<file path="config.mk">
export PLATFORM = sky130hd
export DESIGN_NAME = uart_rx_os
export DESIGN_NICKNAME = d
export VERILOG_FILES = /design/src/rtl/p12_uart_pkg.sv /design/src/rtl/uart_baud_tick.sv /design/src/rtl/uart_rx_os.sv
export SDC_FILE = /design/constraint.sdc
export NUM_CORES = 1
export LEC_CHECK = 0
export ABC_CLOCK_PERIOD_IN_PS = 2100
export CAP_MARGIN = 20
export CORE_MARGIN = 1
export CORE_UTILIZATION = 45
export DETAILED_ROUTE_END_ITERATION = 10
export PLACE_DENSITY = 0.8
export SLEW_MARGIN = 20
export SYNTH_ARGS = -nofsm -noshare
export SYNTH_HDL_FRONTEND = slang
export SYNTH_SLANG_ARGS = --single-unit
export TNS_END_PERCENT = 100
</file>
<file path="constraint.sdc">
create_clock -name clk -period 2.1 [get_ports clk]
set_clock_uncertainty 0.05 [all_clocks]
set_input_delay 0.315 -clock clk [delete_from_list [all_inputs] [get_ports clk]]
set_output_delay 0.315 -clock clk [all_outputs]
set_load 0.1 [all_outputs]
</file>
<file path="src/rtl/p12_uart_pkg.sv">
// Shared types and constants for the 16x oversampling UART receiver.
package p12_uart_pkg;

    typedef enum logic [1:0] {
        ST_IDLE  = 2'd0,
        ST_START = 2'd1,
        ST_DATA  = 2'd2,
        ST_STOP  = 2'd3
    } rx_state_e;

    localparam int unsigned OVERSAMPLE   = 16;
    localparam int unsigned TICK_W       = $clog2(OVERSAMPLE);
    localparam int unsigned TNUM_W       = TICK_W + 1;
    localparam int unsigned SAMPLE_EARLY = 7;
    localparam int unsigned SAMPLE_MID   = 8;
    localparam int unsigned SAMPLE_LATE  = 9;

    // 2-of-3 vote used for every data and stop bit.
    function automatic logic maj3(input logic a, input logic b, input logic c);
        return (a & b) | (a & c) | (b & c);
    endfunction

endpackage

</file>
<file path="src/rtl/uart_baud_tick.sv">
// Oversample tick generator: one-cycle tick every max(div,1) clocks, restartable.
module uart_baud_tick #(
    parameter int unsigned DIV_W = 16
) (
    input  logic             clk,
    input  logic             reset,
    input  logic [DIV_W-1:0] div,
    input  logic             reload,
    output logic             tick
);

    logic [DIV_W-1:0] cnt_q;
    logic [DIV_W-1:0] cnt_d;
    logic [DIV_W-1:0] div_m1;

    assign div_m1 = (div == '0) ? '0 : div - DIV_W'(1);

    // Down-counter; reload restarts a full period so ticks align to the start edge.
    always_comb begin
        tick  = 1'b0;
        cnt_d = cnt_q;
        if (reload) begin
            cnt_d = div_m1;
        end else if (cnt_q == '0) begin
            tick  = 1'b1;
            cnt_d = div_m1;
        end else begin
            cnt_d = cnt_q - DIV_W'(1);
        end
    end

    always_ff @(posedge clk or negedge reset) begin
        if (!reset) begin
            cnt_q <= '0;
        end else begin
            cnt_q <= cnt_d;
        end
    end

endmodule

</file>
<file path="src/rtl/uart_rx_os.sv">
// 8N1 UART receiver with 16x oversampling, majority-voted bits and
// valid/overrun/frame-error status toward a single consumer.
module uart_rx_os #(
    parameter int unsigned DIV_W     = 16,
    parameter int unsigned DATA_BITS = 8
) (
    input  logic                 clk,
    input  logic                 reset,
    input  logic                 rxd,
    input  logic [DIV_W-1:0]     bauddiv,
    input  logic                 rd,
    output logic [DATA_BITS-1:0] data,
    output logic                 valid,
    output logic                 overrun,
    output logic                 frame_err,
    output logic                 busy
);

    import p12_uart_pkg::*;

    localparam int unsigned BIT_CNT_W = $clog2(DATA_BITS + 1);

    logic                 rx_meta_q, rx_sync_q, rx_prev_q;
    rx_state_e            state_q, state_d;
    logic [TICK_W-1:0]    tick_cnt_q, tick_cnt_d;
    logic [BIT_CNT_W-1:0] bit_cnt_q, bit_cnt_d;
    logic                 skip_q, skip_d;
    logic                 s7_q, s7_d, s8_q, s8_d;
    logic [DATA_BITS-1:0] shreg_q, shreg_d;
    logic [DATA_BITS-1:0] data_q, data_d;
    logic                 valid_q, valid_d;
    logic                 overrun_q, overrun_d;
    logic                 frame_err_q, frame_err_d;
    logic                 busy_q, busy_d;

    logic                 tick;
    logic                 reload;
    logic                 complete;
    logic                 bit_val;
    logic [TNUM_W-1:0]    tick_num;
    logic [DATA_BITS:0]   shift_tmp;

    uart_baud_tick #(.DIV_W(DIV_W)) u_tick (
        .clk    (clk),
        .reset  (reset),
        .div    (bauddiv),
        .reload (reload),
        .tick   (tick)
    );

    // Two-flop synchronizer plus one history flop for falling-edge detection.
    always_ff @(posedge clk or negedge reset) begin
        if (!reset) begin
            rx_meta_q <= 1'b1;
            rx_sync_q <= 1'b1;
            rx_prev_q <= 1'b1;
        end else begin
            rx_meta_q <= rxd;
            rx_sync_q <= rx_meta_q;
            rx_prev_q <= rx_sync_q;
        end
    end

    // tick_num is the 1-based index of the current tick within the bit.
    assign tick_num  = TNUM_W'(tick_cnt_q) + TNUM_W'(1);
    assign bit_val   = maj3(s7_q, s8_q, rx_sync_q);
    assign shift_tmp = {bit_val, shreg_q};

    always_comb begin
        state_d     = state_q;
        tick_cnt_d  = tick_cnt_q;
        bit_cnt_d   = bit_cnt_q;
        skip_d      = skip_q;
        s7_d        = s7_q;
        s8_d        = s8_q;
        shreg_d     = shreg_q;
        data_d      = data_q;
        valid_d     = valid_q;
        overrun_d   = overrun_q;
        frame_err_d = frame_err_q;
        reload      = 1'b0;
        complete    = 1'b0;

        if (tick && state_q != ST_IDLE) begin
            tick_cnt_d = tick_cnt_q + TICK_W'(1);
        end

        case (state_q)
            ST_IDLE: begin
                if (rx_prev_q && !rx_sync_q) begin
                    state_d    = ST_START;
                    reload     = 1'b1;
                    tick_cnt_d = '0;
                end
            end
            ST_START: begin
                if (tick && tick_num == TNUM_W'(SAMPLE_MID)) begin
                    if (!rx_sync_q) begin
                        state_d   = ST_DATA;
                        skip_d    = 1'b1;
                        bit_cnt_d = '0;
                    end else begin
                        state_d = ST_IDLE;
                    end
                end
            end
            ST_DATA: begin
                // Entered mid start bit: ignore ticks until the start bit ends.
                if (tick && skip_q) begin
                    if (tick_num == TNUM_W'(OVERSAMPLE)) begin
                        skip_d = 1'b0;
                    end
                end else if (tick) begin
                    if (tick_num == TNUM_W'(SAMPLE_EARLY)) s7_d = rx_sync_q;
                    if (tick_num == TNUM_W'(SAMPLE_MID))   s8_d = rx_sync_q;
                    if (tick_num == TNUM_W'(SAMPLE_LATE)) begin
                        shreg_d = shift_tmp[DATA_BITS:1];
                        if (bit_cnt_q == BIT_CNT_W'(DATA_BITS - 1)) begin
                            state_d = ST_STOP;
                        end else begin
                            bit_cnt_d = bit_cnt_q + BIT_CNT_W'(1);
                        end
                    end
                end
            end
            ST_STOP: begin
                if (tick) begin
                    if (tick_num == TNUM_W'(SAMPLE_EARLY)) s7_d = rx_sync_q;
                    if (tick_num == TNUM_W'(SAMPLE_MID))   s8_d = rx_sync_q;
                    if (tick_num == TNUM_W'(SAMPLE_LATE)) begin
                        complete = 1'b1;
                        state_d  = ST_IDLE;
                    end
                end
            end
            default: state_d = ST_IDLE;
        endcase

        // A completing byte takes priority over a same-cycle read.
        if (complete) begin
            data_d      = shreg_q;
            valid_d     = 1'b1;
            frame_err_d = ~bit_val;
            overrun_d   = valid_q & ~rd;
        end else if (rd && valid_q) begin
            valid_d     = 1'b0;
            overrun_d   = 1'b0;
            frame_err_d = 1'b0;
        end

        busy_d = (state_d != ST_IDLE);
    end

    always_ff @(posedge clk or negedge reset) begin
        if (!reset) begin
            state_q     <= ST_IDLE;
            tick_cnt_q  <= '0;
            bit_cnt_q   <= '0;
            skip_q      <= 1'b0;
            s7_q        <= 1'b1;
            s8_q        <= 1'b1;
            shreg_q     <= '0;
            data_q      <= '0;
            valid_q     <= 1'b0;
            overrun_q   <= 1'b0;
            frame_err_q <= 1'b0;
            busy_q      <= 1'b0;
        end else begin
            state_q     <= state_d;
            tick_cnt_q  <= tick_cnt_d;
            bit_cnt_q   <= bit_cnt_d;
            skip_q      <= skip_d;
            s7_q        <= s7_d;
            s8_q        <= s8_d;
            shreg_q     <= shreg_d;
            data_q      <= data_d;
            valid_q     <= valid_d;
            overrun_q   <= overrun_d;
            frame_err_q <= frame_err_d;
            busy_q      <= busy_d;
        end
    end

    assign data      = data_q;
    assign valid     = valid_q;
    assign overrun   = overrun_q;
    assign frame_err = frame_err_q;
    assign busy      = busy_q;

endmodule

</file>
=== Word level (Yosys, flattened, before mapping) ===
Index checks and enable logic that the tools add are counted.

* Register bits after elaboration: 52
* Input bits: 20
* Output and inout bits: 12
* Word-level logic and storage cells: 111

* Add/sub/neg operators: 5
* Eq/ne operators: 16
* Muxes and demuxes: 47
* Bitwise gates (word level): 9
* Reductions and logical operators: 18

{| class="wikitable"
|+ Operators by type and width
! operator !! number
|-
| $mux W16 || 3
|-
| $mux W4 || 9
|-
| $logic_not A16 Y1 || 2
|-
| $sub A16 B1 Y16 const B || 2
|-
| $mux W1 || 21
|-
| $mux W2 || 9
|-
| $ne A2 B2 Y1 const B || 8
|-
| $eq A5 B4 Y1 const B || 2
|-
| $reduce_bool A2 Y1 || 5
|-
| $add A4 B1 Y4 const B || 2
|-
| $pmux W2 S4 || 1
|-
| $pmux W4 S2 || 1
|-
| $reduce_and A7 Y1 || 1
|-
| $pmux W1 S2 || 3
|-
| $add A4 B1 Y5 const B || 1
|-
| $eq A5 B3 Y1 const B || 1
|-
| $eq A5 B5 Y1 const B || 1
|-
| $logic_and A1 B1 Y1 || 5
|-
| $reduce_and A5 Y1 || 1
|-
| $and A1 B1 Y1 || 4
|-
| $eq A2 B2 Y1 const B || 2
|-
| $eq A4 B3 Y1 const B || 1
|-
| $reduce_and A4 Y1 || 1
|-
| $not A1 Y1 || 3
|-
| 5 further kinds || 6
|}

=== Depth between registers and ports, before layout ===
Gate-level depths: netlist of the first run.

* Depth after elaboration: 9
* Mapped depth: 9
* Gate-level depth less buffers: 7

=== By module ===
Synthesis of the first run repeated with hierarchy kept, for this count alone.

* Cells, all modules: 265
* Area, all modules: 2880.3 um^2

{| class="wikitable"
|+ By module, submodules not included
! module !! instances !! cells an instance !! area each (um^2) !! seq. area each (um^2)
|-
| uart_rx_os || 1 || 140 || 1679.1 || 907.1
|-
| uart_baud_tick || 1 || 125 || 1201.2 || 400.4
|}

=== Least setup slack after synthesis of the first run ===
OpenSTA, ideal clock, no wires.

* Path type: reg-to-reg
* From: reg tick_cnt_q[0]
* To: reg bit_cnt_q[3]
* Setup time: 0.078 ns
* Arrival time: 2.147 ns
* Required time: 1.972 ns
* Slack: -0.175 ns
* Stages on the path, launching flop included: 8
* Path buffers: 0
* Clock period less this slack: 2.275 ns
* Cells stage by stage: dfrtp_1 -> inv_1 -> ha_1 -> nor4bb_1 -> a22oi_1 -> or4b_4 -> or3_1 -> a21oi_1

* Longest elaborated chain between the ends: 5
* Elaborated cells on any way between the ends: 7
* Those cells by class: 1 x add/sub; 4 x eq/ne; 2 x reduce/logical

{| class="wikitable"
|+ RTL lines
! what !! RTL line !! source
|-
| start, declared || uart_rx_os.sv:25 || <nowiki>logic [TICK_W-1:0] tick_cnt_q, tick_cnt_d;</nowiki>
|-
| start signal, assigned || uart_rx_os.sv:170 || <nowiki>tick_cnt_q <= tick_cnt_d;</nowiki>
|-
| $add A4 B1 Y5 (*) || uart_rx_os.sv:65 || <nowiki>assign tick_num = TNUM_W'(tick_cnt_q) + TNUM_W'(1);</nowiki>
|-
| $eq A5 B4 Y1 || uart_rx_os.sv:97 || <nowiki>if (tick && tick_num == TNUM_W'(SAMPLE_MID)) begin</nowiki>
|-
| $logic_and A1 B1 Y1 || uart_rx_os.sv:97 ||
|-
| $ne A2 B2 Y1 (no source line) || - ||
|-
| $reduce_and A7 Y1 (no source line) (*) || - ||
|-
| end signal, assigned || uart_rx_os.sv:171 || <nowiki>bit_cnt_q <= bit_cnt_d;</nowiki>
|-
| end, declared || uart_rx_os.sv:26 || <nowiki>logic [BIT_CNT_W-1:0] bit_cnt_q, bit_cnt_d;</nowiki>
|}

Mark *: on every way between the ends. The rest lies on a longest branch, timed or not.
A chain may end at the register's enable or synchronous reset.

=== Final worst setup path of the first run ===
* From: reg u_tick.cnt_q[4]
* To: reg data_q[1], in the netlist data[1]

* Longest elaborated chain between the ends: 5

{| class="wikitable"
|+ RTL lines
! what !! RTL line !! source
|-
| start, declared || uart_baud_tick.sv:12 || <nowiki>logic [DIV_W-1:0] cnt_q;</nowiki>
|-
| start signal, assigned || uart_baud_tick.sv:36 || <nowiki>cnt_q <= cnt_d;</nowiki>
|-
| $logic_not A16 Y1 || uart_baud_tick.sv:24 || <nowiki>end else if (cnt_q == '0) begin</nowiki>
|-
| $mux W1 || uart_baud_tick.sv:24 ||
|-
| $mux W1 || uart_baud_tick.sv:22 || <nowiki>if (reload) begin</nowiki>
|-
| $mux W1 || uart_rx_os.sv:127 || <nowiki>if (tick) begin</nowiki>
|-
| $mux W1 || uart_rx_os.sv:88 || <nowiki>case (state_q)</nowiki>
|-
| end signal, assigned || uart_rx_os.sv:176 || <nowiki>data_q <= data_d;</nowiki>
|-
| end, declared || uart_rx_os.sv:30 || <nowiki>logic [DATA_BITS-1:0] data_q, data_d;</nowiki>
|}

No other way between the ends.

==> key figures, run 1 <==
Worst hold path
  – Worst hold-check path type: flop to flop
  – HP Start: rx_meta_q
  – Hold Path Depth: 0

Routing
  – WL/cell: 13.7 um
  – DRT iter0 DRCs: 70
  – Via Count: 2175
  – Average vias per placed instance: 5.20
  – Initial DRT Pass Iterations: 4
  – Remaining DRCs: 0
  – Total wire length: 5730 um
  – Antenna viol nets, final: 0

Die
  – Num rows: 28
  – Initial Utilization: 47.3%
  – IO Pins: 32
  – Core Box Area: 5990 um2
  – Die Wd: 81.3 um
  – DIE AREA: 6610 um2
  – Die height: 81.3 um

Final layout
  – Commonest non-fill, non-tap cell in the layout: buf_4
  – Layout cells sized above 1: 36.4%
  – Post-route cell area: 3880 um2
  – Final nets: 371
  – Filler instances: 488
  – Fin util: 64.7%
  – Synth-to-layout area growth: 37.0%
  – Most frequent cells in the layout: buf_4 (60), dfrtp_1 (47), clkdlybuf4s50_1 (18)
  – Antenna diode count: 0

STA
  – F_max: 456 MHz
  – Fin. Hold Viols: 0
  – # setup viols final: 18
  – Worst-Margin Slew: 0.400 ns
  – Final Hold Slack: 0.308 ns
  – Final Critical Period: 2.19 ns
  – Rel. slew slack: 73.1%
  – RSZ-0062 raised after global routing: yes
  – Fin crit share: 105%
  – Slew Limit Fails: 0
  – Setup ws final: -0.0945 ns

Clock tree
  – CTS tree: built
  – Longest Clk Path Bufs: 2
  – CTS buffer count: 5
  – CTS H-tree depth: 2
  – Clk sinks: 52
  – CTS root buf: clkbuf_8
  – Clk slew on worst S/H paths: 0.09 ns
  – Worst skew pair latency: 0.30 ns

Critical path
  – Number of cells on the critical path: 6
  – Critical path type: flop to flop
  – CP endpoint kind: flop
  – Crit path launch: u_tick.cnt_q[4]
  – Crit start category: flop
  – Critical path required time: 2.25 ns
  – CP top delay family: simple AND/OR/NAND/NOR gates
  – Max stage delay on crit path: 0.55 ns
  – Crit-path cells: nor4_4 -> nand4_1 -> buf_6 -> or4b_4 -> buf_6 -> mux2_2
  – Crit Reg-Reg Endpoint: data[1]
  – Most frequent cell on the critical path: buf_6
  – Crit path DAT: 2.34 ns
  – CP bufs+invs: 2
  – Slowest CP cell: or4b_4
  – Crit path to: data[1]
  – Worst Path Max Fanout: 8
  – Setup slack, reg-to-reg: -0.09 ns
  – FF-to-FF Start: u_tick.cnt_q[4]
  – Worst-case reg-to-reg path depth: 6

Placement
  – IO buf count: 31
  – Post-place setup slack: -0.126 ns
  – DP HPWL: 4310 um
  – Placer's final routability congestion estimate: 0.796
  – Post-DP Area: 3560 um2

Logic synthesis
  – Post-synth EDFFs: 0
  – Area of the mapped netlist: 2830 um2
  – Sequential element share of the synthesized area: 46.2%
  – Post-Syn Instances: 260
  – Yosys warns: 0
  – Top FF cell, synth: dfrtp_1
  – Syn_nets: 289
  – Avg Synthesized Cell Area: 10.9 um2
  – Async SR Flop Fraction: 100%
  – Yosys cell types: 47
  – Synth Register Bits: 52

Power
  – Logic pwr share: 25.0%
  – Overall power: 2590 uW
  – Leak: 0.00166 uW
  – Clock Power Share: 27.3%
  – Power Internal: 1880 uW
  – Switching power: 717 uW
  – Pwr Density: 668 nW/um2
  – Seq pwr share: 47.7%
  – Worst VDD drop: 0.000343 V
  – Sw Share: 27.6%

Global routing
  – GRT Total Usage: 18.7%
  – First-pass GRT wire length: 9450 um
  – Vias in the first global route: 2172
  – Largest net degree at the start of global routing: 23
  – Total gr overflow: 0
  – Initial antenna violation count: 0

Run status
  – Failing checks: setup timing
  – Run status: complete, but fails checks

Job
  – Maxcap violations: 0
==> layout make-up <==
class / count / area [um2] / share of cell area (%)
Clock buffer: 6 / 82.6 / 2.13
Clock inverter: 2 / 38.8 / 1.00
Inverter: 10 / 37.5 / 0.968
Multi-Input combinational cell: 188 / 1610 / 41.5
Sequential cell: 52 / 1310 / 33.7
Tap cell: 75 / 93.8 / 2.42
Timing Repair Buffer: 85 / 711 / 18.3
==> synth_stat cells (all sizes together) (4+ instances only) <==
| library cell | number | area share (%) |
|---|---|---|
| ha | 9 | 4.0 |
| nand2b | 4 | 0.88 |
| o21ai | 7 | 1.2 |
| buf | 5 | 0.84 |
| nor3b | 5 | 1.7 |
| a21oi | 4 | 0.71 |
| nand3 | 8 | 1.4 |
| mux2i | 4 | 1.4 |
| nor4 | 8 | 3.0 |
| o22ai | 15 | 3.3 |
| nor2 | 14 | 1.9 |
| mux2 | 19 | 7.6 |
| inv | 10 | 1.3 |
| dfrtp | 47 | 42 |
| dfstp | 5 | 4.6 |
| nor3 | 10 | 1.8 |
| nand2 | 13 | 1.7 |
| nand3b | 7 | 1.9 |
| xnor2 | 16 | 4.9 |
| clkbuf | 5 | 0.66 |
| xor2 | 14 | 4.3 |
==> power by group through the flow <==
stage	clock network [uW]	registers [uW]	logic (uW)
after floorplan	0	1280	274
after global placement	0	1250	597
after detailed placement	0	1250	618
after CTS	730	1230	633
after global routing	769	1250	706
final	707	1240	648
==> cells by family (layout without fill, tap and decap cells) <==
logic type	after synthesis	in the layout	synth area share (%)
flops	52	52	46.2
fa+ha+maj	10	10	4.33
simple gates	91	91	20.8
xor+xnor	30	30	9.28
compound gates	34	34	7.60
buf+inv	20	103	2.83
mux	23	23	8.97
==> state kept, by name, summed over array words and instances (netlist names), 2 cells and up <==
register and count:
bit_cnt_q 4, data 8, shreg_q 8, state_q 2, tick_cnt_q 4, u_tick.cnt_q 16
==> how the worst min path moves through the flow <==
stage               slack (ns)       endpoint
detailed placement        0.20  tick_cnt_q[0]
finish                    0.31      rx_sync_q
CTS                       0.31      rx_sync_q
global route              0.32      rx_sync_q
global placement          0.20  tick_cnt_q[0]
floorplan                -0.03   bit_cnt_q[0]
==> what timing repair did <==
| item | in CTS | in global routing |
|---|---|---|
| pin swaps | 5 | 8 |
| setup endpoints to repair | 22 | 23 |
| buffers inserted | 2 | 3 |
| gates cloned | 1 | 0 |
| gates resized for setup | 17 | 17 |
| hold buffers | 1 | 0 |
| endpoints found under the hold margin | 12 | 0 |
==> metal layers <==
layer  GRT usage [%]  part of all wire [%]  vias to the layer above  routed length (um)
met5               0                     0                        -                   0
li1                -                     -                     1094                   -
met1            22.2                    44                     1040                2510
met3            3.03                   2.3                        6                 130
met2            33.6                    53                       35                3020
met4            6.96                   1.3                        0                  75
==> metrics by stage <==
stage | setup TNS [ns] | std cells
floorplan | -0.563 | 260
global placement | -1.33 | 403
detailed placement | -3.14 | 403
CTS | -0.696 | 415
global route | -2.70 | 418
finish | -1.34 | 418
(Power assumes the default switching activity.)
==> run 2, diff against run 1 <==
CORE_UTILIZATION = 51   (was 45)
PLACE_DENSITY = 0.87   (was 0.8)
==> key figures, run 2 (synthesis results as in run 1) <==
STA
  – Fin. Hold Viols: 0
  – Final Hold Slack: 0.312 ns
  – Worst-Margin Slew: 0.380 ns
  – RSZ-0062 raised after global routing: yes
  – # setup viols final: 25
  – Final Critical Period: 2.29 ns
  – Rel. slew slack: 74.3%
  – Fin crit share: 109%
  – Setup ws final: -0.191 ns
  – Slew Limit Fails: 0
  – F_max: 437 MHz
  – Setup TNS: -3.59 ns

Job
  – Maxcap violations: 0

Routing
  – Via Count: 2385
  – Antenna viol nets, final: 0
  – Total wire length: 6770 um
  – Remaining DRCs: 0
  – Initial DRT Pass Iterations: 4
  – DRT iter0 DRCs: 145
  – Average vias per placed instance: 5.64
  – WL/cell: 16.0 um

Final layout
  – Final std cells w/o fill: 423
  – Seq. cell area: 1310 um2
  – Commonest non-fill, non-tap cell in the layout: buf_4
  – Filler instances: 343
  – Area of the multi-input gates: 1640 um2
  – Synth-to-layout area growth: 40.1%
  – Final nets: 381
  – Max reg flops: 16
  – Layout cells sized above 1: 38.5%
  – Most frequent cells in the layout: buf_4 (65), dfrtp_1 (46), clkdlybuf4s50_1 (18)
  – Largest reg by FF count: u_tick.cnt_q
  – Antenna diode count: 0

Critical path
  – Max stage delay on crit path: 0.52 ns
  – CP endpoint kind: flop
  – Critical path type: flop to flop
  – Crit path launch: u_tick.cnt_q[4]
  – Most frequent cell on the critical path: buf_6
  – Worst Path Max Fanout: 12
  – Crit path DAT: 2.44 ns
  – Critical path required time: 2.25 ns
  – CP top delay family: simple AND/OR/NAND/NOR gates
  – Slowest CP cell: or4b_1
  – Crit start category: flop
  – FF-to-FF Start: u_tick.cnt_q[4]
  – Crit-path cells: nor4_4 -> nand4_1 -> buf_6 -> or4b_1 -> buf_6 -> mux2_2
  – CP bufs+invs: 2

Placement
  – DP HPWL: 4570 um
  – IO buf count: 31
  – Placed cells: 398
  – Post-place setup slack: -0.198 ns
  – Placer's final routability congestion estimate: 0.834

Clock tree
  – Clk slew on worst S/H paths: 0.10 ns
  – CTS H-tree depth: 2
  – CTS tree: built
  – Worst skew pair latency: 0.31 ns
  – Longest Clk Path Bufs: 2
  – Clk sinks: 52
  – CTS root buf: clkbuf_8
  – CTS buffer count: 5

Global routing
  – Initial antenna violation count: 0
  – Total gr overflow: 0
  – First-pass GRT wire length: 11100 um
  – Largest net degree at the start of global routing: 26
  – Vias in the first global route: 2486
  – GRT Total Usage: 24.2%

Worst hold path
  – Worst hold-check path type: flop to flop
  – HP Start: rx_meta_q

Run status
  – Run status: complete, but fails checks
  – Failing checks: setup timing

Die
  – Initial Utilization: 54.1%
  – IO Pins: 32
  – Core Box Area: 5240 um2
  – Num rows: 26
  – Die Wd: 76.5 um
  – Die height: 76.5 um
  – DIE AREA: 5850 um2

Power
  – Worst VDD drop: 0.000369 V
  – Pwr Density: 622 nW/um2
  – Leak: 0.00169 uW
[run 2: changes by cell type in the layout (fill, tap and decap cells not counted), moves of 2 or more]
cell        change
buf_4           +5
buf_6           +4
clkinvlp_4      +2
inv_1           +2
inv_2           -2
o22ai_1         -2
o22ai_2         +2
[run 2: power breakdown]
| part | switching [uW] | internal (uW) | leakage, uW |
|---|---|---|---|
| combinational | 278 | 363 | 0.000997 |
| sequential | 126 | 1120 | 0.000653 |
| clock | 347 | 237 | 0.0000404 |
| total | 751 | 1720 | 0.00169 |
[run 2: metrics by stage]
step | util (%) | power (uW) | cell area [um2]
detailed placement | 67.9 | 1850 | 3560
global route | 75.8 | 2580 | 3970
finish | 75.8 | 2470 | 3970
global placement | 67.9 | 1820 | 3560
floorplan | - | 1550 | 2880
CTS | 73.0 | 2430 | 3820
[run 2: layout make-up]
cell class              instances  share of cell area, %
repair buffers                 95                   20.1
well taps                      70                   2.21
clock buffers                   5                   1.73
flip-flops and latches         52                   33.0
inverters                      10                  0.946
multi-input cells             188                   41.4
clock inverters                 3                  0.599
[run 2: per-layer routing]
metal	global-route usage [%]	wire length, um
met1	26.9	2710
met2	44.0	3590
met3	5.27	254
met4	11.0	212
met5	0	0
[run 2: final timing paths]
check | cells after the start | slack (ns) | endpoint
worst max-delay path | 6 | -0.19 | data[3]
worst min-delay path | 0 | 0.31 | rx_sync_q
worst max register to register | 6 | -0.19 | data[3]
worst min register to register | 0 | 0.31 | rx_sync_q
max in group asynchronous | 3 | 0.93 | rx_prev_q
min in group asynchronous | 2 | 0.39 | u_tick.cnt_q[7]
[run 2: worst register-to-register path, stage by stage (launching register included)]
cell and delay, ns:
dfrtp_1 0.43, nor4_4 0.39, nand4_1 0.17, buf_6 0.16, or4b_1 0.52, buf_6 0.17
mux2_2 0.29
[run 2: timing repair]
item | in CTS | in global routing
setup buffers | 9 | 7
hold buffers | 1 | 0
cloned | 0 | 1
hold endpoints to repair | 12 | 0
gates resized for setup | 23 | 19
pin swaps | 10 | 9
setup endpoints to repair | 24 | 43
